--- src/rtl/seg7_pkg.sv ---
// Shared constants and types for the seven-segment scanner: hex glyph table,
// blank pattern, digit count and the value/dp/blank buffer record.
package seg7_pkg;

    localparam int NUM_DIGITS = 4;
    localparam int DP_BIT     = 7;

    localparam logic [7:0] SEG_BLANK = 8'h00;

    // Bits {g,f,e,d,c,b,a}; bit 7 is left clear and filled with the dp later.
    localparam logic [7:0] SEG_HEX [16] = '{
        8'h3F, 8'h06, 8'h5B, 8'h4F,
        8'h66, 8'h6D, 8'h7D, 8'h07,
        8'h7F, 8'h6F, 8'h77, 8'h7C,
        8'h39, 8'h5E, 8'h79, 8'h71
    };

    typedef struct packed {
        logic [4*NUM_DIGITS-1:0] value;
        logic [NUM_DIGITS-1:0]   dp;
        logic [NUM_DIGITS-1:0]   blank;
    } disp_buf_t;

    function automatic logic [NUM_DIGITS-1:0] digit_onehot(input logic [1:0] idx);
        digit_onehot      = '0;
        digit_onehot[idx] = 1'b1;
    endfunction

endpackage

--- src/rtl/hex_to_seg7.sv ---
// Combinational glyph encoder: one hex nibble plus dp/blank to the 8-bit
// segment pattern {dp,g,f,e,d,c,b,a}, active-high.
module hex_to_seg7
    import seg7_pkg::*;
(
    input  logic [3:0] nibble_i,
    input  logic       dp_i,
    input  logic       blank_i,
    output logic [7:0] seg_o
);

    always_comb begin
        seg_o         = SEG_HEX[nibble_i];
        seg_o[DP_BIT] = dp_i;
        // Blank darkens the whole digit, decimal point included.
        if (blank_i) begin
            seg_o = SEG_BLANK;
        end
    end

endmodule

--- src/rtl/seven_seg_scanner.sv ---
// Four-digit multiplexed seven-segment driver with a double-buffered display
// image that only changes at frame boundaries.
module seven_seg_scanner
    import seg7_pkg::*;
#(
    parameter int unsigned REFRESH_DIV = 50000,
    parameter bit          SEG_INVERT  = 1'b0
) (
    input  logic        in_clk,
    input  logic        rst,
    input  logic [15:0] value,
    input  logic [3:0]  dp,
    input  logic [3:0]  blank,
    input  logic        load,
    output logic [7:0]  Seven_Seg,
    output logic [3:0]  digit,
    output logic        frame_done
);

    localparam int unsigned     PW        = $clog2(REFRESH_DIV);
    localparam logic [PW-1:0]   PRESC_MAX = PW'(REFRESH_DIV - 1);
    localparam logic [PW-1:0]   PRESC_ONE = PW'(1);
    localparam logic [7:0]      SEG_XOR   = SEG_INVERT ? 8'hFF : 8'h00;

    logic [PW-1:0]          presc_q, presc_d;
    logic [1:0]             idx_q, idx_d;
    disp_buf_t              pend_q, pend_d;
    disp_buf_t              disp_q, disp_d;
    disp_buf_t              in_buf;
    logic [7:0]             seg_q, seg_d;
    logic [NUM_DIGITS-1:0]  digit_q, digit_d;
    // [0]: boundary seen last cycle, [1]: aligned with digit 0 reappearing.
    logic [1:0]             bnd_pipe_q, bnd_pipe_d;

    logic                   tick;
    logic                   frame_bnd;
    logic [3:0]             cur_nib;
    logic                   cur_dp;
    logic                   cur_blank;
    logic [7:0]             enc_seg;

    assign in_buf = '{value: value, dp: dp, blank: blank};

    always_comb begin
        tick      = (presc_q == PRESC_MAX);
        frame_bnd = tick && (idx_q == 2'd3);
        presc_d   = tick ? '0 : presc_q + PRESC_ONE;
        idx_d     = tick ? idx_q + 2'd1 : idx_q;
    end

    // Loading on the boundary cycle bypasses pending so it shows next frame.
    always_comb begin
        pend_d = load ? in_buf : pend_q;
        disp_d = disp_q;
        if (frame_bnd) begin
            disp_d = load ? in_buf : pend_q;
        end
    end

    always_comb begin
        cur_nib   = disp_q.value[{idx_q, 2'b00} +: 4];
        cur_dp    = disp_q.dp[idx_q];
        cur_blank = disp_q.blank[idx_q];
    end

    hex_to_seg7 u_enc (
        .nibble_i (cur_nib),
        .dp_i     (cur_dp),
        .blank_i  (cur_blank),
        .seg_o    (enc_seg)
    );

    always_comb begin
        digit_d    = digit_onehot(idx_q);
        seg_d      = enc_seg ^ SEG_XOR;
        bnd_pipe_d = {bnd_pipe_q[0], frame_bnd};
    end

    always_ff @(posedge in_clk or negedge rst) begin
        if (!rst) begin
            presc_q <= '0;
            idx_q   <= 2'd0;
        end else begin
            presc_q <= presc_d;
            idx_q   <= idx_d;
        end
    end

    always_ff @(posedge in_clk or negedge rst) begin
        if (!rst) begin
            pend_q <= '0;
            disp_q <= '0;
        end else begin
            pend_q <= pend_d;
            disp_q <= disp_d;
        end
    end

    always_ff @(posedge in_clk or negedge rst) begin
        if (!rst) begin
            digit_q    <= 4'b0001;
            seg_q      <= SEG_BLANK ^ SEG_XOR;
            bnd_pipe_q <= 2'b00;
        end else begin
            digit_q    <= digit_d;
            seg_q      <= seg_d;
            bnd_pipe_q <= bnd_pipe_d;
        end
    end

    assign Seven_Seg  = seg_q;
    assign digit      = digit_q;
    assign frame_done = bnd_pipe_q[1];

endmodule

--- config.mk ---
export PLATFORM = sky130hd
export DESIGN_NAME = seven_seg_scanner
export DESIGN_NICKNAME = d
export VERILOG_FILES = /design/src/rtl/seg7_pkg.sv /design/src/rtl/hex_to_seg7.sv /design/src/rtl/seven_seg_scanner.sv
export SDC_FILE = /design/constraint.sdc
export NUM_CORES = 1
export LEC_CHECK = 0
export ABC_AREA = 1
export CAP_MARGIN = 20
export CELL_PAD_IN_SITES_DETAIL_PLACEMENT = 1
export CELL_PAD_IN_SITES_GLOBAL_PLACEMENT = 1
export CORE_MARGIN = 3
export CORE_UTILIZATION = 46
export DETAILED_ROUTE_END_ITERATION = 10
export PLACE_DENSITY_LB_ADDON = 0.15
export SLEW_MARGIN = 20
export SYNTH_ARGS = -nofsm -noshare
export SYNTH_HDL_FRONTEND = slang
export SYNTH_SLANG_ARGS = --single-unit
--- constraint.sdc ---
create_clock -name in_clk -period 2.45 [get_ports in_clk]
set_input_delay 0.3675 -clock in_clk [delete_from_list [all_inputs] [get_ports in_clk]]
set_output_delay 0.3675 -clock in_clk [all_outputs]
set_load 0.02 [all_outputs]
==> reports/qor.yml, run 1 <==
floorplan:
  io_pins: 40
  num_rows: 31
  die_area_sq_um: 9060
  dieHeight_um: 95.2
  fp.coreArea_sq_um: 7490
  die_w_um: 95.2
  start_util_pct: 48.9
grt:
  grt_overflow: 0
  antenna_found_initial: 0
  grt_max_degree: 48
  grt_first_pass_wirelength_um: 14000
  grt_pass1_vias: 2985
  grt_use_total_pct: 20.0
logic_synthesis:
  synth_nets: 427
  netlist_instances: 389
  ys_seq_area_share_pct: 54.8
  synth.cell_area_sq_um: 3660
  syn_avg_cell_area_sq_um: 9.40
  synth_top_area_cell: "dfrtp_1"
  ys_warn_count: 0
  synth_top_area_share_pct: 54.0
  synth.area.top_cells: "dfrtp_1, nand2_1, mux2_2"
  synth_cell_types: 25
  synth_seq_cells: 80
clocking:
  ctsResizeCount: 0
  holdBufCountCts: 1
  cts_num_sinks: 80
  cts_setup_buffers: 0
  cts_root_buffer: "clkbuf_8"
  htreeDepth: 3
  cts_tree: "built"
  numCtsBuffers: 9
  clk_pin_slew_ns: 0.08
  clk_latency_ns: 0.35
  cts_buffer_depth: 2
drt:
  dr.pass1.iters: 5
  vias: 2681
  drc: 0
  drt_wl_total_um: 8100
  routedWlPerCell_um: 15.1
  ant_nets: 0
  viasPerCell: 4.98
  drt_iter0_markers: 67
power_and_ir_drop:
  power_frac_comb_pct: 5.3
  internal_power_uw: 2040
  p_leak_uw: 0.00214
  p_switching_uw: 543
  vdd_ir_drop_max_uv: 392
  seq_power_share_pct: 53.0
  sw_frac_of_total_pct: 21.1
  clock_power_share_pct: 41.7
  cellPowerDensity_nw_per_um2: 591
critical_path:
  worst_path_largest_cell_delay_ns: 0.38
  path_class: "register to register"
  cp_common_cell: "nand2_1"
  crit_fanout: 13
  reg2reg_from: "idx_q[0]"
  crit_family: "simple AND/OR/NAND/NOR gates"
  cp-end-kind: "register"
  endpoint: "Seven_Seg[1]"
  cp-start-kind: "register"
  path_cells: "inv_1 > nand2_1 > nand2_1 > nand2_1 > nand2_1 > inv_1 > ha_1 > nand3_1 > o21ai_0 > nor2_1"
  reg2reg_depth: 10
  worstSetupStartpoint: "idx_q[0]"
  path_buf_inv: 2
  critPathArrivalTime_ns: 2.33
  cp.depth: 10
  crit_slowest_cell: "dfrtp_1"
  crit_required_ns: 2.69
  r2r_end: "Seven_Seg[1]"
  reg2reg_slack_ns: 0.35
sta:
  period_needed_ns: 2.10
  rsz0062_at_grt: "false"
  max_freq_mhz: 477
  worst_pin_slew_ns: 0.458
  finalSetupTns_ns: 0
  whs_ns: 0.356
  post-route-period-util_pct: 85.5
  finClkSkew_ns: 0.00742
  slew_headroom_pct: 69.4
  slew_violations: 0
  finalHoldViolations: 0
  setup_viol: 0
layout:
  area_growth_pct: 19.3
  layout-drive-gt1-share_pct: 13.4
  layout.nets: 472
  diodes: 0
place:
  place_congestion: 0.829
  dp_hpwl_um: 5820
  port_buffers: 39
job:
  cap_violations: 0
worst_hold_path:
  min_path_type: "register to register"
status:
  status: "finished clean"
through the flow:
step                cell area [sq um]  setup slack, ns  instances  total power, uW  utilization (%)
floorplan                        3660            0.789        389             1450                -
global placement                 4130            0.658        521             1530             55.2
detailed placement               4130            0.465        521             1530             55.2
CTS                              4360            0.332        538             2620             58.3
global route                     4360            0.174        538             2700             58.3
finish                           4360            0.355        538             2580             58.3
metal layers:
metal / routed length, um / vias up / global-route usage [%]
met2: 4090 / 35 / 34.8
met3: 237 / 12 / 4.34
met5: 0 / - / 0
met4: 154 / 0 / 7.45
li1: - / 1310 / -
met1: 3620 / 1324 / 24.4
cell families (layout without fill, tap and decap cells):
kind of cell | count (synthesis) | in the layout | synth area share [%]
multiplexers | 24 | 24 | 7.39
XOR/XNOR | 8 | 8 | 1.92
AND/OR/NAND/NOR | 206 | 206 | 24.0
AO/OA/AOI/OAI | 21 | 21 | 2.91
buffers and inverters | 39 | 89 | 5.30
flip-flops | 80 | 80 | 54.8
adder cells (fa/ha/maj) | 11 | 11 | 3.76
layout make-up:
class | instances | area (sq um)
clock buffers | 11 | 141
clock inverters | 5 | 78.8
fillers | 862 | 3120
inverters | 29 | 114
multi-input cells | 270 | 1460
flip-flops and latches | 80 | 2000
well taps | 99 | 124
repair buffers | 44 | 440
registers in the layout, indices dropped and copies added, names as in the netlist:
name        count
presc_q        16
pend_q         24
bnd_pipe_q      2
idx_q           2
Seven_Seg       8
disp_q         24
digit           4
worst min path at each step:
stage,startpoint,endpoint,slack (ns),cells past startpoint
floorplan,rst,Seven_Seg[0],0.07,0
detailed placement,bnd_pipe_q[0],bnd_pipe_q[1],0.34,0
finish,bnd_pipe_q[0],bnd_pipe_q[1],0.36,0
CTS,bnd_pipe_q[0],bnd_pipe_q[1],0.36,0
global route,bnd_pipe_q[0],bnd_pipe_q[1],0.38,0
global placement,rst,presc_q[2],0.34,1
cells in the mapped netlist:
cell type / number
a21oi_1: 6
buf_2: 4
buf_4: 2
buf_6: 4
dfrtp_1: 79
dfstp_2: 1
ha_1: 11
inv_1: 26
inv_2: 2
inv_6: 1
mux2_2: 24
nand2_1: 133
nand2_2: 3
nand2_4: 3
nand3_1: 17
nand3_2: 2
nand4_1: 2
nor2_1: 36
nor2_2: 1
nor2_4: 1
nor2_8: 1
nor3_1: 7
o21ai_0: 14
o22ai_1: 1
xor2_1: 8
power by group through the flow:
| stage | registers (uW) | logic, uW | clock network [uW] |
|---|---|---|---|
| after floorplan | 1390 | 56.5 | 0 |
| after global placement | 1390 | 133 | 0 |
| after detailed placement | 1400 | 138 | 0 |
| after CTS | 1370 | 140 | 1110 |
| after global routing | 1370 | 152 | 1180 |
| final | 1370 | 137 | 1080 |
cell usage in the layout, fill, tap and decap left out, types with 4 or more instances in the layout:
cell type / count
nand2_1: 133
dfrtp_1: 79
clkdlybuf4s50_1: 38
nor2_1: 36
inv_1: 26
mux2_2: 24
nand3_1: 17
o21ai_0: 14
ha_1: 11
clkbuf_8: 10
xor2_1: 8
nor3_1: 7
a21oi_1: 6
buf_4: 4
No activity file was read; power rests on OpenSTA's default activity.
==> inputs of run 2 (changes only) <==
Settings changed: CORE_UTILIZATION 46 to 43, GPL_ROUTABILITY_DRIVEN from default to 0, MAX_ROUTING_LAYER from default to met4.
Clock period 2.45 ns to 2.37 ns, I/O delays scaled along.
==> reports/qor.yml, run 2 (synthesis results as in run 1) <==
sta:
  rsz0062_at_grt: "false"
  slew_violations: 0
  finalHoldViolations: 0
  whs_ns: 0.358
  fin_ws_ns: 0.383
  finClkSkew_ns: 0.00659
  worst_pin_slew_ns: 0.511
  period_needed_ns: 1.99
  slew_headroom_pct: 65.9
  max_freq_mhz: 503
  post-route-period-util_pct: 83.9
  finalSetupTns_ns: 0
  setup_viol: 0
critical_path:
  critPathArrivalTime_ns: 2.21
  crit_required_ns: 2.59
  crit_fanout: 13
  cp-end-kind: "register"
  worstSetupStartpoint: "idx_q[0]"
  cp-start-kind: "register"
  reg2reg_from: "idx_q[0]"
  worst_path_largest_cell_delay_ns: 0.38
  crit_family: "simple AND/OR/NAND/NOR gates"
  path_cells: "inv_1 > nand2_1 > nand2_1 > nand2_1 > nand2_1 > inv_1 > ha_1 > nand3_1 > o21ai_0 > nor2_1"
  crit_slowest_cell: "dfrtp_1"
  reg2reg_slack_ns: 0.38
  path_class: "register to register"
  path_buf_inv: 2
  cp_common_cell: "nand2_1"
floorplan:
  die_area_sq_um: 9650
  start_util_pct: 44.3
  die_w_um: 98.2
  io_pins: 40
  num_rows: 33
  fp.coreArea_sq_um: 8260
  dieHeight_um: 98.2
power_and_ir_drop:
  p_leak_uw: 0.00213
  p_switching_uw: 541
  seq_power_share_pct: 55.3
  clock_power_share_pct: 39.2
  vdd_ir_drop_max_uv: 439
  internal_power_uw: 2020
  sw_frac_of_total_pct: 21.2
  cellPowerDensity_nw_per_um2: 587
  power_frac_comb_pct: 5.5
clocking:
  htreeDepth: 3
  holdBufCountCts: 1
  numCtsBuffers: 9
  clk_latency_ns: 0.34
  cts_setup_buffers: 0
  cts_root_buffer: "clkbuf_8"
  cts_num_sinks: 80
  cts_buffer_depth: 2
  cts_tree: "built"
  clk_pin_slew_ns: 0.08
  ctsResizeCount: 0
job:
  cap_violations: 0
grt:
  grt_overflow: 0
  grt_use_total_pct: 18.0
  grt_pass1_vias: 2849
  antenna_found_initial: 0
  grt_max_degree: 40
  grt_first_pass_wirelength_um: 13500
layout:
  final_core_util_pct: 52.7
  final_common_cell: "nand2_1"
  final_cell_mix: "nand2_1, dfrtp_1, clkdlybuf4s50_1, nor2_1, inv_1"
  diodes: 0
  layout-drive-gt1-share_pct: 13.5
  layout.nets: 473
  area_growth_pct: 18.9
  top_regs: "disp_q: 24 flops, pend_q: 24 flops, presc_q: 16 flops"
place:
  dp_hpwl_um: 5700
  dp_slack_ns: 0.388
  port_buffers: 39
status:
  status: "finished clean"
worst_hold_path:
  hp-start: "bnd_pipe_q[0]"
  min_path_type: "register to register"
drt:
  drt_iter0_markers: 72
  ant_nets: 0
  drt_wl_total_um: 7770
  dr.pass1.iters: 4
  vias: 2661
  viasPerCell: 4.90
  routedWlPerCell_um: 14.3
  drc: 0
## run 2: cell count changes in the layout (fill, tap and decap cells not counted)
| cell | before | now |
|---|---|---|
| bufinv_16 | 2 | 1 |
| clkinv_2 | 2 | 1 |
| clkinvlp_4 | 0 | 1 |
| buf_4 | 4 | 5 |
| inv_6 | 2 | 1 |
| clkbuf_8 | 10 | 11 |
| clkbuf_1 | 1 | 0 |
## run 2: power groups by stage
stage               clock (uW)  combinational (uW)  sequential [uW]
floorplan                    0                58.4             1440
global placement             0                 141             1440
detailed placement           0                 144             1440
CTS                       1040                 146             1420
global route              1110                 158             1420
finish                    1000                 141             1410
## run 2: area by class of cell
cell class / instances / area [sq um]
Clock buffer: 11 / 151
Clock inverter: 3 / 42.5
Tap cell: 105 / 131
Sequential cell: 80 / 2000
Timing Repair Buffer: 45 / 448
Multi-Input combinational cell: 270 / 1460
Fill cell: 977 / 3910
Inverter: 29 / 114
## run 2: through the flow
| step | power (uW) | cell area, sq um | std cells |
|---|---|---|---|
| after detailed placement | 1590 | 4150 | 528 |
| after floorplan | 1500 | 3660 | 389 |
| after global placement | 1580 | 4150 | 528 |
| final | 2560 | 4350 | 543 |
| after CTS | 2600 | 4350 | 543 |
| after global routing | 2680 | 4350 | 543 |
## run 2: path summary, 6_finish.rpt
| path | to | cells past startpoint |
|---|---|---|
| min in group asynchronous | presc_q[4] | 2 |
| max in group asynchronous | pend_q[18] | 3 |
| min | bnd_pipe_q[1] | 0 |
| min reg2reg | bnd_pipe_q[1] | 0 |
| max reg2reg | Seven_Seg[1] | 10 |
| max | Seven_Seg[1] | 10 |
## run 2: routing by layer
| layer | track usage (%) | routed length (um) |
|---|---|---|
| met1 | 22.9 | 3620 |
| met2 | 29.1 | 3820 |
| met3 | 4.07 | 229 |
| met4 | 5.36 | 95 |
| met5 | - | 0 |
